--- config.mk ---
export PLATFORM = sky130hd
export DESIGN_NAME = ctrl_seq
export DESIGN_NICKNAME = d
export VERILOG_FILES = /design/src/rtl/ctrl_seq.sv
export SDC_FILE = /design/constraint.sdc
export NUM_CORES = 1
export LEC_CHECK = 0
export BUFFER_PORTS_ARGS = -buffer_cell sky130_fd_sc_hd__buf_2
export CAP_MARGIN = 20
export CORE_MARGIN = 3
export CORE_UTILIZATION = 30
export DETAILED_ROUTE_END_ITERATION = 10
export PLACE_DENSITY = 0.54
export SLEW_MARGIN = 20
export SYNTH_ARGS = -nofsm -noshare
export SYNTH_HDL_FRONTEND = slang
export SYNTH_SLANG_ARGS = --single-unit
--- constraint.sdc ---
create_clock -name CLK -period 3.4 [get_ports CLK]
set_input_delay 0.68 -clock CLK [delete_from_list [all_inputs] [get_ports CLK]]
set_output_delay 0.68 -clock CLK [all_outputs]
set_load 0.02 [all_outputs]
--- src/rtl/ctrl_seq.sv ---
// Multi-cycle control sequencer: fetches 16-bit instructions, decodes them into the
// datapath control word and constant operand, and sequences the PC including branches.
module ctrl_seq #(
  parameter logic [15:0] RESET_PC      = 16'h0000,
  parameter int unsigned FETCH_TIMEOUT = 16
) (
  input  logic        CLK,
  input  logic        RESET,
  input  logic [15:0] Iin,
  input  logic        Ivalid,
  input  logic        V,
  input  logic        C,
  input  logic        N,
  input  logic        Z,
  output logic        Ireq,
  output logic [15:0] PCout,
  output logic [15:0] CTRWRD,
  output logic [15:0] Cin,
  output logic        MW,
  output logic        HALTED,
  output logic        FAULT
);

  localparam int unsigned IW = 16;
  localparam int unsigned CW = (FETCH_TIMEOUT < 2) ? 1 : $clog2(FETCH_TIMEOUT + 1);

  localparam logic [3:0] OP_MOV = 4'h1;
  localparam logic [3:0] OP_ADD = 4'h2;
  localparam logic [3:0] OP_SUB = 4'h3;
  localparam logic [3:0] OP_AND = 4'h4;
  localparam logic [3:0] OP_OR  = 4'h5;
  localparam logic [3:0] OP_XOR = 4'h6;
  localparam logic [3:0] OP_NOT = 4'h7;
  localparam logic [3:0] OP_ADI = 4'h8;
  localparam logic [3:0] OP_LDI = 4'h9;
  localparam logic [3:0] OP_LD  = 4'hA;
  localparam logic [3:0] OP_ST  = 4'hB;
  localparam logic [3:0] OP_BRZ = 4'hC;
  localparam logic [3:0] OP_BRN = 4'hD;
  localparam logic [3:0] OP_JMP = 4'hE;
  localparam logic [3:0] OP_HLT = 4'hF;

  typedef enum logic [2:0] {
    S_FETCH = 3'd0,
    S_EX1   = 3'd1,
    S_EX2   = 3'd2,
    S_HALT  = 3'd3,
    S_FAULT = 3'd4
  } state_t;

  state_t          r_state, w_state_nxt;
  logic [IW-1:0]   r_pc, w_pc_nxt;
  logic [IW-1:0]   r_ir, w_ir_nxt;
  logic [CW-1:0]   r_cnt, w_cnt_nxt, w_cnt_inc;
  logic            r_ireq, w_ireq_nxt;
  logic [IW-1:0]   r_ctrwrd, w_ctrwrd_nxt;
  logic [IW-1:0]   r_cin, w_cin_nxt;
  logic            r_mw, w_mw_nxt;
  logic            r_halted, r_fault;
  logic [IW-1:0]   w_off;
  logic            w_taken;
  logic            w_unused_flags;

  // {DA,AA,BA,MB,FS,MD,RW}; wr_phase is RW for register-writing ops
  function automatic logic [15:0] decode_word(input logic [15:0] ir, input logic wr_phase);
    logic [2:0] dr, sa, sb;
    logic [15:0] w;
    dr = ir[11:9];
    sa = ir[8:6];
    sb = ir[5:3];
    w  = '0;
    case (ir[15:12])
      OP_MOV:  w = {dr,   sa,   3'd0, 1'b0, 4'b0000, 1'b0, wr_phase};
      OP_ADD:  w = {dr,   sa,   sb,   1'b0, 4'b0010, 1'b0, wr_phase};
      OP_SUB:  w = {dr,   sa,   sb,   1'b0, 4'b0101, 1'b0, wr_phase};
      OP_AND:  w = {dr,   sa,   sb,   1'b0, 4'b1000, 1'b0, wr_phase};
      OP_OR:   w = {dr,   sa,   sb,   1'b0, 4'b1001, 1'b0, wr_phase};
      OP_XOR:  w = {dr,   sa,   sb,   1'b0, 4'b1010, 1'b0, wr_phase};
      OP_NOT:  w = {dr,   sa,   3'd0, 1'b0, 4'b1011, 1'b0, wr_phase};
      OP_ADI:  w = {dr,   sa,   3'd0, 1'b1, 4'b0010, 1'b0, wr_phase};
      OP_LDI:  w = {dr,   3'd0, 3'd0, 1'b1, 4'b1100, 1'b0, wr_phase};
      OP_LD:   w = {dr,   sa,   3'd0, 1'b0, 4'b0000, 1'b1, wr_phase};
      OP_ST:   w = {3'd0, sa,   sb,   1'b0, 4'b0000, 1'b0, 1'b0};
      default: w = '0;
    endcase
    return w;
  endfunction

  // V and C are part of the flag bus but no current opcode branches on them
  assign w_unused_flags = V ^ C;

  assign w_off     = {{7{r_ir[8]}}, r_ir[8:0]};
  assign w_cnt_inc = r_cnt + CW'(1);
  assign w_taken   = ((r_ir[15:12] == OP_BRZ) && Z) ||
                     ((r_ir[15:12] == OP_BRN) && N) ||
                      (r_ir[15:12] == OP_JMP);

  always_ff @(posedge CLK) begin
    if (!RESET) begin
      r_state  <= S_FETCH;
      r_pc     <= RESET_PC;
      r_ir     <= '0;
      r_cnt    <= '0;
      r_ireq   <= 1'b1;
      r_ctrwrd <= '0;
      r_cin    <= '0;
      r_mw     <= 1'b0;
      r_halted <= 1'b0;
      r_fault  <= 1'b0;
    end else begin
      r_state  <= w_state_nxt;
      r_pc     <= w_pc_nxt;
      r_ir     <= w_ir_nxt;
      r_cnt    <= w_cnt_nxt;
      r_ireq   <= w_ireq_nxt;
      r_ctrwrd <= w_ctrwrd_nxt;
      r_cin    <= w_cin_nxt;
      r_mw     <= w_mw_nxt;
      r_halted <= r_halted | (w_state_nxt == S_HALT);
      r_fault  <= r_fault  | (w_state_nxt == S_FAULT);
    end
  end

  // Next state, then outputs registered for the state being entered
  always_comb begin
    w_state_nxt  = r_state;
    w_pc_nxt     = r_pc;
    w_ir_nxt     = r_ir;
    w_cnt_nxt    = r_cnt;
    w_ireq_nxt   = 1'b0;
    w_ctrwrd_nxt = '0;
    w_cin_nxt    = '0;
    w_mw_nxt     = 1'b0;

    case (r_state)
      S_FETCH: begin
        if (Ivalid) begin
          w_ir_nxt    = Iin;
          w_pc_nxt    = r_pc + IW'(1);
          w_cnt_nxt   = '0;
          w_state_nxt = S_EX1;
        end else begin
          w_cnt_nxt = w_cnt_inc;
          if ((FETCH_TIMEOUT != 0) && (w_cnt_inc == CW'(FETCH_TIMEOUT))) begin
            w_state_nxt = S_FAULT;
          end
        end
      end
      S_EX1: begin
        if (r_ir[15:12] == OP_HLT) begin
          w_state_nxt = S_HALT;
        end else begin
          w_state_nxt = S_EX2;
          if (w_taken) begin
            w_pc_nxt = r_pc + w_off;
          end
        end
      end
      S_EX2:   w_state_nxt = S_FETCH;
      S_HALT:  w_state_nxt = S_HALT;
      S_FAULT: w_state_nxt = S_FAULT;
      default: w_state_nxt = S_FAULT;
    endcase

    case (w_state_nxt)
      S_FETCH: w_ireq_nxt = 1'b1;
      S_EX1, S_EX2: begin
        w_ctrwrd_nxt = decode_word(w_ir_nxt, w_state_nxt == S_EX2);
        if ((w_ir_nxt[15:12] == OP_ADI) || (w_ir_nxt[15:12] == OP_LDI)) begin
          w_cin_nxt = {10'd0, w_ir_nxt[5:0]};
        end
        w_mw_nxt = (w_state_nxt == S_EX2) && (w_ir_nxt[15:12] == OP_ST);
      end
      default: ;
    endcase
  end

  assign Ireq   = r_ireq;
  assign PCout  = r_pc;
  assign CTRWRD = r_ctrwrd;
  assign Cin    = r_cin;
  assign MW     = r_mw;
  assign HALTED = r_halted;
  assign FAULT  = r_fault;

endmodule

==> flow_summary_export.csv <==
group,metric,value,unit
logic_synthesis,synth-edff-count,0,
logic_synthesis,yosys.area_share.simple,0.2274,
critical_path,r2r_setup_slack,0.39,ns
logic_synthesis,ys_types,56,
grt,grt_max_degree,21,
detailed_routing,via_count,2853,
clock_network,clk_pin_slew,0.08,ns
sta,skew,0.009505,ns
logic_synthesis,synth_top_family_by_area,"simple AND/OR/NAND/NOR gates",
sta,slew_headroom,0.6025,
critical_path,cp_max_fo,11,
logic_synthesis,ys_seq_area_frac,0.4077,
finish,syn2layout_area_growth,19.07,%
clock_network,max-clock-path-buffers,2,
detailed_routing,drtAntennaViolNets,0,
min_path,worstHoldStart,"PCout[15]",
finish,nets,477,
critical_path,r2r-start,"r_state[2]",
floorplan,pin_count,75,
detailed_routing,routedWlPerCell,13.55,um
logic_synthesis,syn-cell-area,0.003241,mm^2
clock_network,holdBufCountCts,0,
sta,fin_crit,3.008,ns
detailed_routing,drcViolationCount,0,
logic_synthesis,ys.warnings.count,0,
grt,grt_pass1_wl,13210,um
floorplan,die_w,109.9,um
pwr,switching_share,0.3056,
pwr,peakVddDrop,0.2593,mV
sta,setup_tns,0,ns
floorplan,start_util,0.3111,
logic_synthesis,synth_cells,373,
pwr,p_switching,516.7,uW
grt,grt_antenna_before_repair,0,
pwr,combPwrFrac,0.153,
sta,hold_slack,0.4696,ns
pwr,intPower,1174,uW
sta,hold_viol_final,0,
logic_synthesis,synth_top_area_share,0.4077,
floorplan,num_rows,37,
critical_path,worstPathArrival,3.28,ns
clock_network,postCtsSetupBuffers,0,
flow_run,cap_violations,0,
clock_network,cts_made_buffers,9,
logic_synthesis,synthFlopType,"dfxtp_1",
placed_design,pre_cts_ws,0.4233,ns
logic_synthesis,avgSynthCellArea,8.688,um^2
finish,layout_commonest_cell,"dfxtp_1",
detailed_routing,viasPerCell,4.927,
run_status,status,"completed",
logic_synthesis,async_flop_share,0,
logic_synthesis,synth_xor_area_frac,0.01351,
clock_network,clkSinkCount,66,
floorplan,die_area,0.01208,mm^2
finish,fin_area,0.003859,mm^2
pwr,leakage,0.001721,uW
placed_design,port-buffer-count,62,
critical_path,cp-end-kind,"flop",
min_path,hold_path.class,"reg2reg",
clock_network,cts_resized,0,
clock_network,cts_tree,"built",
pwr,power_density,438.2,mW/mm^2
critical_path,crit_path_start,"r_state[2]",
detailed_routing,drt-pass1-iter-count,4,
placed_design,dp_hpwl,5775,um
grt,grt_pass1_vias,2809,
pwr,seqPwrFrac,0.488,
sta,worst_pin_slew,0.5925,ns
logic_synthesis,synth_adder_area_share,0.06795,
sta,post-route-period-util,0.8848,
sta,setup_slack,0.3917,ns
critical_path,start_kind,"flop",
critical_path,path_class,"reg2reg",
logic_synthesis,synth_compound_area_frac,0.1625,
sta,rsz0062_at_grt,"false",
grt,grt_usage,0.1373,
clock_network,h-tree-depth,3,
clock_network,clock_tree.root_cell,"clkbuf_8",
finish,drive_gt1_frac,0.2059,
placed_design,gp_congestion,0.8040,
pwr,power,1691,uW
logic_synthesis,synth_area_leaders,"dfxtp_1, nor2_1, ha_1",
detailed_routing,drtIter0Drc,99,
logic_synthesis,synth_seq_cells,66,
finish,final_cell_mix,"dfxtp_1, buf_2, nor2_1, nand2_1, a21oi_1",
placed_design,placed_area,0.003675,mm^2
sta,fmax,332.4,MHz
logic_synthesis,yosysTopAreaCell,"dfxtp_1",
sta,setup_violations,0,
critical_path,worst_ep_required_time,3.68,ns
floorplan,core_area,0.01042,mm^2
sta,slew_violations,0,
grt,grt_remaining_overflow,0,
clock_network,insertion_delay,0.34,ns
detailed_routing,drt-total-wl,7845,um
pwr,p_clk_frac,0.359,
floorplan,die-height,109.9,um
logic_synthesis,muxShareOfSynthArea,0.06795,
power groups by stage:
stage | sequential [uW] | combinational, uW | clock (uW)
after floorplan | 862 | 170 | 0
after global placement | 843 | 256 | 0
after global routing | 831 | 290 | 666
after detailed placement | 844 | 260 | 0
after CTS | 826 | 261 | 631
final | 826 | 258 | 607
through the flow:
stage / utilization / std cells
floorplan: - / 382
global placement: 0.3528 / 562
detailed placement: 0.3528 / 562
CTS: 0.3702 / 578
global route: 0.3702 / 578
finish: 0.3705 / 579
layer usage:
layer | up-vias | global-route usage | routed length (um)
li1 | 1445 | - | -
met1 | 1326 | 0.1742 | 3589
met2 | 69 | 0.2153 | 3584
met3 | 13 | 0.05344 | 559
met4 | 0 | 0.04007 | 112
met5 | - | 0 | 0
worst max-delay path: stages, from the launching register on:
cell      delay (ns)
dfxtp_1         0.47
nor3b_1         0.09
buf_4           0.18
nand2b_1        0.10
ha_1            0.17
inv_1           0.05
fa_1            0.37
nor2b_1         0.22
o31a_1          0.20
o31a_1          0.27
a31oi_1         0.15
or4_1           0.51
a31oi_1         0.16
synth_stat cells, types with 5 or more instances:
master    number
nor2_1        54
nor3_1         7
buf_4         10
clkbuf_1      11
and2_1        11
a31oi_1        8
nand2b_1       6
nand2_1       28
o21ai_0       14
dfxtp_1       66
mux2i_1       18
or4_1          6
a21oi_1       27
o21a_1         5
nand3_1       13
inv_1          7
nor4_1         5
ha_1          16
flip-flops by register name, summed over array words and instances (netlist names):
| name | flops |
|---|---|
| Ireq | 1 |
| r_ir | 16 |
| r_state | 3 |
| PCout | 16 |
| r_cnt | 5 |
| CTRWRD | 16 |
| Cin | 6 |
| HALTED | 1 |
| FAULT | 1 |
| MW | 1 |
logic make-up (layout without fill, tap and decap cells):
group,count (synthesis),after routing
multiplexers,21,21
XOR/XNOR,5,5
adder cells (fa/ha/maj),17,17
buffers and inverters,32,92
other,1,11
AO/OA/AOI/OAI,83,83
AND/OR/NAND/NOR,148,148
flip-flops,66,66
final timing paths:
kind | end | depth (start not counted)
max reg2reg | PCout[14] | 12
max | PCout[14] | 12
min | PCout[15] | 2
min reg2reg | PCout[15] | 2
final cells by class:
type | count | area, um^2
multi-input combinational | 284 | 1785
tap | 136 | 170.2
antenna | 1 | 2.502
clock inverter | 7 | 57.56
sequential | 66 | 1321
inverter | 8 | 30.03
fill | 1103 | 6558
timing repair buffer | 68 | 367.9
clock buffer | 9 | 123.9
(Power assumes the default switching activity.)
